==> config.mk <==
export PLATFORM = sky130hd
export DESIGN_NAME = raw_check_sequencer
export DESIGN_NICKNAME = d
export VERILOG_FILES = /design/src/rtl/raw_check_sequencer.sv
export SDC_FILE = /design/constraint.sdc
export NUM_CORES = 1
export LEC_CHECK = 0
export BUFFER_PORTS_ARGS = -buffer_cell sky130_fd_sc_hd__buf_2
export CAP_MARGIN = 20
export CORE_MARGIN = 2
export CORE_UTILIZATION = 49
export CTS_CLUSTER_SIZE = 12
export DETAILED_ROUTE_END_ITERATION = 16
export PLACE_DENSITY = 0.79
export SETUP_SLACK_MARGIN = 0.02
export SYNTH_ARGS = -nofsm -noshare
export SYNTH_HDL_FRONTEND = slang
export SYNTH_SLANG_ARGS = --single-unit
export TNS_END_PERCENT = 10
==> constraint.sdc <==
create_clock -name clk_i -period 2.3 [get_ports clk_i]
set_input_delay 0.23 -clock clk_i [delete_from_list [all_inputs] [get_ports clk_i]]
set_output_delay 0.23 -clock clk_i [all_outputs]
set_load 0.005 [all_outputs]
==> src/rtl/raw_check_sequencer.sv <==
// raw_check_sequencer: round-robin front end that time-shares one RAW
// dependency checker among several issue threads. It latches the winning
// request and walks its used operands through the checker one per cycle,
// then presents the per-operand hit/index results on a valid/ready port.
//
// state  | meaning
// -------+-----------------------------------------------------------
// IDLE   | arbitrating; req_ready_o asserted for the round-robin winner
// LOOKUP | driving operand k_q to the checker, capturing its result
// RESP   | results valid, waiting for rsp_ready_i
module raw_check_sequencer #(
    parameter int unsigned NUM_THREADS   = 2,
    parameter int unsigned NR_OPERANDS   = 3,
    parameter int unsigned REG_ADDR_SIZE = 5,
    parameter int unsigned TRANS_ID_BITS = 3,
    localparam int unsigned TidW = (NUM_THREADS > 1) ? $clog2(NUM_THREADS) : 1
) (
    input  logic                                               clk_i,
    input  logic                                               rst_ni,
    input  logic                                               flush_i,
    input  logic [NUM_THREADS-1:0]                             req_valid_i,
    output logic [NUM_THREADS-1:0]                             req_ready_o,
    input  logic [NUM_THREADS*NR_OPERANDS*REG_ADDR_SIZE-1:0]   req_rs_i,
    input  logic [NUM_THREADS*NR_OPERANDS-1:0]                 req_rs_fpr_i,
    input  logic [NUM_THREADS*NR_OPERANDS-1:0]                 req_rs_used_i,
    output logic [REG_ADDR_SIZE-1:0]                           chk_rs_o,
    output logic                                               chk_rs_fpr_o,
    output logic [TidW-1:0]                                    chk_thread_id_o,
    input  logic                                               chk_valid_i,
    input  logic [TRANS_ID_BITS-1:0]                           chk_idx_i,
    output logic                                               rsp_valid_o,
    input  logic                                               rsp_ready_i,
    output logic [TidW-1:0]                                    rsp_thread_id_o,
    output logic [NR_OPERANDS-1:0]                             rsp_hit_o,
    output logic [NR_OPERANDS*TRANS_ID_BITS-1:0]               rsp_idx_o
);

    localparam int unsigned KW = (NR_OPERANDS > 1) ? $clog2(NR_OPERANDS) : 1;

    typedef enum logic [1:0] {IDLE, LOOKUP, RESP} state_e;

    state_e                             state_q, state_d;
    logic [TidW-1:0]                    rr_q;
    logic [TidW-1:0]                    tid_q;
    logic [NR_OPERANDS*REG_ADDR_SIZE-1:0] rs_q;
    logic [NR_OPERANDS-1:0]             fpr_q;
    logic [NR_OPERANDS-1:0]             used_q;
    logic [KW-1:0]                      k_q;
    logic [NR_OPERANDS-1:0]             hit_q;
    logic [NR_OPERANDS*TRANS_ID_BITS-1:0] idx_q;

    logic                               found;
    logic [TidW-1:0]                    win;
    logic                               accept;
    logic [NR_OPERANDS*REG_ADDR_SIZE-1:0] sel_rs;
    logic [NR_OPERANDS-1:0]             sel_fpr;
    logic [NR_OPERANDS-1:0]             sel_used;
    logic [KW-1:0]                      first_k;
    logic [KW-1:0]                      next_k;
    logic                               has_next;

    // Round-robin pick: first valid thread at or after the rr pointer.
    always_comb begin
        int cand;
        cand  = 0;
        found = 1'b0;
        win   = '0;
        for (int i = 0; i < int'(NUM_THREADS); i++) begin
            cand = int'(rr_q) + i;
            if (cand >= int'(NUM_THREADS)) cand = cand - int'(NUM_THREADS);
            if (!found && req_valid_i[cand]) begin
                found = 1'b1;
                win   = TidW'(cand);
            end
        end
    end

    assign accept   = (state_q == IDLE) && found && !flush_i;
    assign sel_rs   = req_rs_i[int'(win)*NR_OPERANDS*REG_ADDR_SIZE +: NR_OPERANDS*REG_ADDR_SIZE];
    assign sel_fpr  = req_rs_fpr_i[int'(win)*NR_OPERANDS +: NR_OPERANDS];
    assign sel_used = req_rs_used_i[int'(win)*NR_OPERANDS +: NR_OPERANDS];

    // Operand walk: first used operand of the winner, next used operand after k_q.
    always_comb begin
        first_k  = '0;
        next_k   = k_q;
        has_next = 1'b0;
        for (int i = int'(NR_OPERANDS) - 1; i >= 0; i--) begin
            if (sel_used[i]) first_k = KW'(i);
            if (used_q[i] && (KW'(i) > k_q)) begin
                has_next = 1'b1;
                next_k   = KW'(i);
            end
        end
    end

    // State register.
    always_ff @(posedge clk_i) begin
        if (!rst_ni) state_q <= IDLE;
        else         state_q <= state_d;
    end

    // Next-state logic; flush returns to IDLE from anywhere.
    always_comb begin
        state_d = state_q;
        if (flush_i) begin
            state_d = IDLE;
        end else begin
            case (state_q)
                IDLE:    if (found) state_d = (|sel_used) ? LOOKUP : RESP;
                LOOKUP:  if (!has_next) state_d = RESP;
                RESP:    if (rsp_ready_i) state_d = IDLE;
                default: state_d = IDLE;
            endcase
        end
    end

    // Outputs decoded from state; the checker sees x0/GPR when not looking up.
    always_comb begin
        req_ready_o     = '0;
        chk_rs_o        = '0;
        chk_rs_fpr_o    = 1'b0;
        chk_thread_id_o = '0;
        if (accept) req_ready_o[win] = 1'b1;
        if (state_q == LOOKUP) begin
            chk_rs_o        = rs_q[int'(k_q)*REG_ADDR_SIZE +: REG_ADDR_SIZE];
            chk_rs_fpr_o    = fpr_q[k_q];
            chk_thread_id_o = tid_q;
        end
    end

    // Request latch, rr pointer and per-operand result capture.
    always_ff @(posedge clk_i) begin
        if (!rst_ni) begin
            rr_q   <= '0;
            tid_q  <= '0;
            rs_q   <= '0;
            fpr_q  <= '0;
            used_q <= '0;
            k_q    <= '0;
            hit_q  <= '0;
            idx_q  <= '0;
        end else if (!flush_i) begin
            if (accept) begin
                tid_q  <= win;
                rs_q   <= sel_rs;
                fpr_q  <= sel_fpr;
                used_q <= sel_used;
                k_q    <= first_k;
                hit_q  <= '0;
                idx_q  <= '0;
                rr_q   <= (win == TidW'(NUM_THREADS - 1)) ? '0 : win + TidW'(1);
            end
            if (state_q == LOOKUP) begin
                hit_q[k_q] <= chk_valid_i;
                idx_q[int'(k_q)*TRANS_ID_BITS +: TRANS_ID_BITS] <= chk_valid_i ? chk_idx_i : '0;
                k_q <= next_k;
            end
        end
    end

    assign rsp_valid_o     = (state_q == RESP);
    assign rsp_thread_id_o = tid_q;
    assign rsp_hit_o       = hit_q;
    assign rsp_idx_o       = idx_q;

endmodule
==> run metrics <==
outcome=completed; maximum clock frequency=496 MHz; Worst VDD drop=0.381 mV; Setup WS pre-CTS=0.421 ns; arrival time of data at the critical path endpoint=1.79 ns; clock skew=0.00586 ns; Setup Buffers After CTS=0; sum of buffers and inverters on the critical path=3; Reg2Reg Launch Point=k_q[1]; maximum root-to-sink buffer count=2; I/O pin count=75; setup slack, reg-to-reg=0.40 ns; post-synthesis average cell area=7.76 sq um; Slew HR=48.8%; post-synthesis sequential element count=38; start point of the critical path=state_q[0]; final critical-path setup slack=0.283 ns; CTS clk-pin slew, worst paths=0.08 ns; number of nets at the end of the flow=386; Synthesis Warnings=0; met1 routing resource usage after global routing=30.7%; post-synthesis instance area=0.00203 sq mm; Reg2Reg Depth=6; grt ovf=0; setup repair after global routing missed its margin=false; detailed-route wire length=5.12 mm; required time of the worst setup path=2.07 ns; slowest stage delay, CP=0.40 ns; count of instances resized after the clock tree is built=0; post-route clock period utilization=87.7%; layout overhead on the synthesized area=23.8%; final count of hold timing violations=0; post-layout min period=2.02 ns; core region area=0.00400 sq mm; sequential area share after synthesis=37.4%; peak-usage layer in the global routing report=met2; met2 GRT Util=37.4%; Core Rows=23; Tot GR Track Use=23.7%; number of clock sinks=38; synthesized instance count=262; number of detailed-route iterations in the first pass=4; worst setup path end=req_ready_o[1]; Max stage delay cell, worst path=sky130_fd_sc_hd__dfxtp_1; Residual DRC=0; count of input and output buffers=74; global-route wire length before repair=8.25 mm; Root Driver=sky130_fd_sc_hd__clkbuf_8; transition time of the tightest slew-check pin=0.749 ns; CP startpoint kind=flop; critical path start-end classification=flop to output port; die footprint=0.00468 sq mm; post-detailed-placement half-perimeter wirelength=3.80 mm; endpoint of the worst register-to-register path=rsp_idx_o[4]; Tightest Hold Check Type=input port to flop; met3 capacity usage during global routing=6.25%; fraction of layout instances using a drive strength above 1=28.0%; Die Y-Extent=68.4 um; number of slew-limit violations in the final report=0; category of the worst setup path capture point=output port; Die X-Extent=68.4 um; family with the most delay on the worst path=simple AND/OR/NAND/NOR gates; number of levels the H-tree was split into=2; quantity of hold-fixing buffers added after cts=0; sum of negative setup slack=0 ns; starting DRC count in detailed routing=128; diode count=0; ratio of total power to cell area=639 mW/mm^2; number of global-route vias before repair=1823; Num CTS Buffers=5; Worst path depth=6; critical path fanouts, max=31; post-synthesis cell type count=39; final setup vio count=0; RePlAce Congestion=0.843; drt via density=5.48; CTS tree=built; cells along the critical path=nor3_2 -> and2_1 -> buf_4 -> nand2_1 -> inv_2 -> buf_2; number of antenna violations at the first check in global routing=0; Vias=2076; clk_lat worst skew=0.30 ns; Detail Route Antenna Nets=0; post-synth net total=320; Max Cap Violations=0; maximum number of pins on one net before global-route repair=37; initial cell density of the core=50.8%; Leak Pwr=1.07 nW; DR WL/cell=13.5 um
## per-layer routing
| layer | part of all wire [%] | vias up |
|---|---|---|
| li1 | - | 1069 |
| met1 | 46 | 918 |
| met2 | 46 | 80 |
| met3 | 6.7 | 9 |
| met4 | 1.5 | 0 |
| met5 | 0 | - |
## cells by family (layout without fill, tap and decap cells)
logic type,count (synthesis),after routing,share of synthesized area (%)
multiplexers,6,6,2.95
buffers and inverters,23,90,5.11
AO/OA/AOI/OAI,54,54,19.3
flip-flops,38,38,37.4
adder cells (fa/ha/maj),6,6,3.69
AND/OR/NAND/NOR,135,135,31.6
## synthesized netlist by cell type, drive strengths merged
cell      n  share of area (%)
and4      1               0.43
nor4b     2                1.5
nor4      2               0.62
buf      10                2.7
o211ai    1               0.37
and4b     1               0.49
nand2b    3               0.92
a31oi     1               0.31
o21a      1               0.37
a211oi    2               0.74
or2       1               0.31
clkbuf    9                1.7
a21boi    1               0.55
nor3      4                1.2
nand3    19                4.7
nor3b     1               0.92
nand2    50                9.2
nand4bb   2                1.1
o21ai     3               0.74
inv       4               0.74
and2      3               0.92
a21oi    17                4.2
dfxtp    38                 37
ha        6                3.7
a22oi     1               0.37
o31ai     1               0.37
a2111oi   1               0.43
nor2     41                7.6
nand4     2               0.62
nor2b     2               0.62
mux2i     6                3.0
a41o      1               0.49
a311oi   21                9.0
or3b      1               0.43
a32oi     3                1.3
## how the worst min path moves through the flow
stage | from | end | slack (ns) | cells past startpoint
2_1_floorplan | rst_ni | state_q[0] | 0.35 | 1
3_3_place_gp | rsp_idx_o[4] | rsp_idx_o[4] | 0.45 | 2
3_5_place_dp | rsp_hit_o[0] | rsp_hit_o[0] | 0.46 | 2
4_1_cts | req_rs_i[27] | rs_q[12] | 0.18 | 3
5_1_grt | req_rs_i[14] | rs_q[14] | 0.19 | 3
6_report | req_rs_fpr_i[5] | fpr_q[2] | 0.19 | 3
## report_power, final
| part | internal, mW | switching (mW) |
|---|---|---|
| sequential | 0.701 | 0.0331 |
| combinational | 0.128 | 0.177 |
| clock | 0.324 | 0.248 |
## layout make-up
class                   count  area, sq um
well taps                  50         62.6
repair buffers             78          400
fillers                   358         1480
inverters                   4         15.0
flip-flops and latches     38          761
clock buffers               6         72.6
clock inverters             2         37.5
multi-input cells         201         1170
## placed cells by master, fill, tap and decap left out, types with 5 or more instances in the layout
cell                       netlist  final
sky130_fd_sc_hd__a21oi_1        17     17
sky130_fd_sc_hd__a311oi_1       21     21
sky130_fd_sc_hd__buf_2           8     74
sky130_fd_sc_hd__clkbuf_8        0      5
sky130_fd_sc_hd__dfxtp_1        38     38
sky130_fd_sc_hd__ha_1            6      6
sky130_fd_sc_hd__mux2i_1         6      6
sky130_fd_sc_hd__nand2_1        50     50
sky130_fd_sc_hd__nand3_1        19     19
sky130_fd_sc_hd__nor2_1         41     41
## registers in the layout, indices dropped and copies added (netlist names)
signal / count
rsp_thread_id_o: 1
fpr_q: 3
rr_q: 1
k_q: 2
used_q: 2
rsp_idx_o: 9
state_q: 2
rs_q: 15
rsp_hit_o: 3
## through the flow
stage	total power, mW	instances	hold WS, ns	util [%]	cell area [sq um]
3_5_place_dp	1.05	371	0.462	60.2	2410
4_1_cts	1.62	379	0.185	62.9	2520
5_1_grt	1.68	379	0.185	62.9	2520
2_1_floorplan	0.947	262	0.348	-	2030
6_report	1.61	379	0.188	62.9	2520
3_3_place_gp	1.05	371	0.450	60.2	2410
## worst min-delay path, cell delays in order
cell and delay (ns):
sky130_fd_sc_hd__buf_2 0.10, sky130_fd_sc_hd__nand2_1 0.04, sky130_fd_sc_hd__a311oi_1 0.07
(Power assumes the default switching activity.)
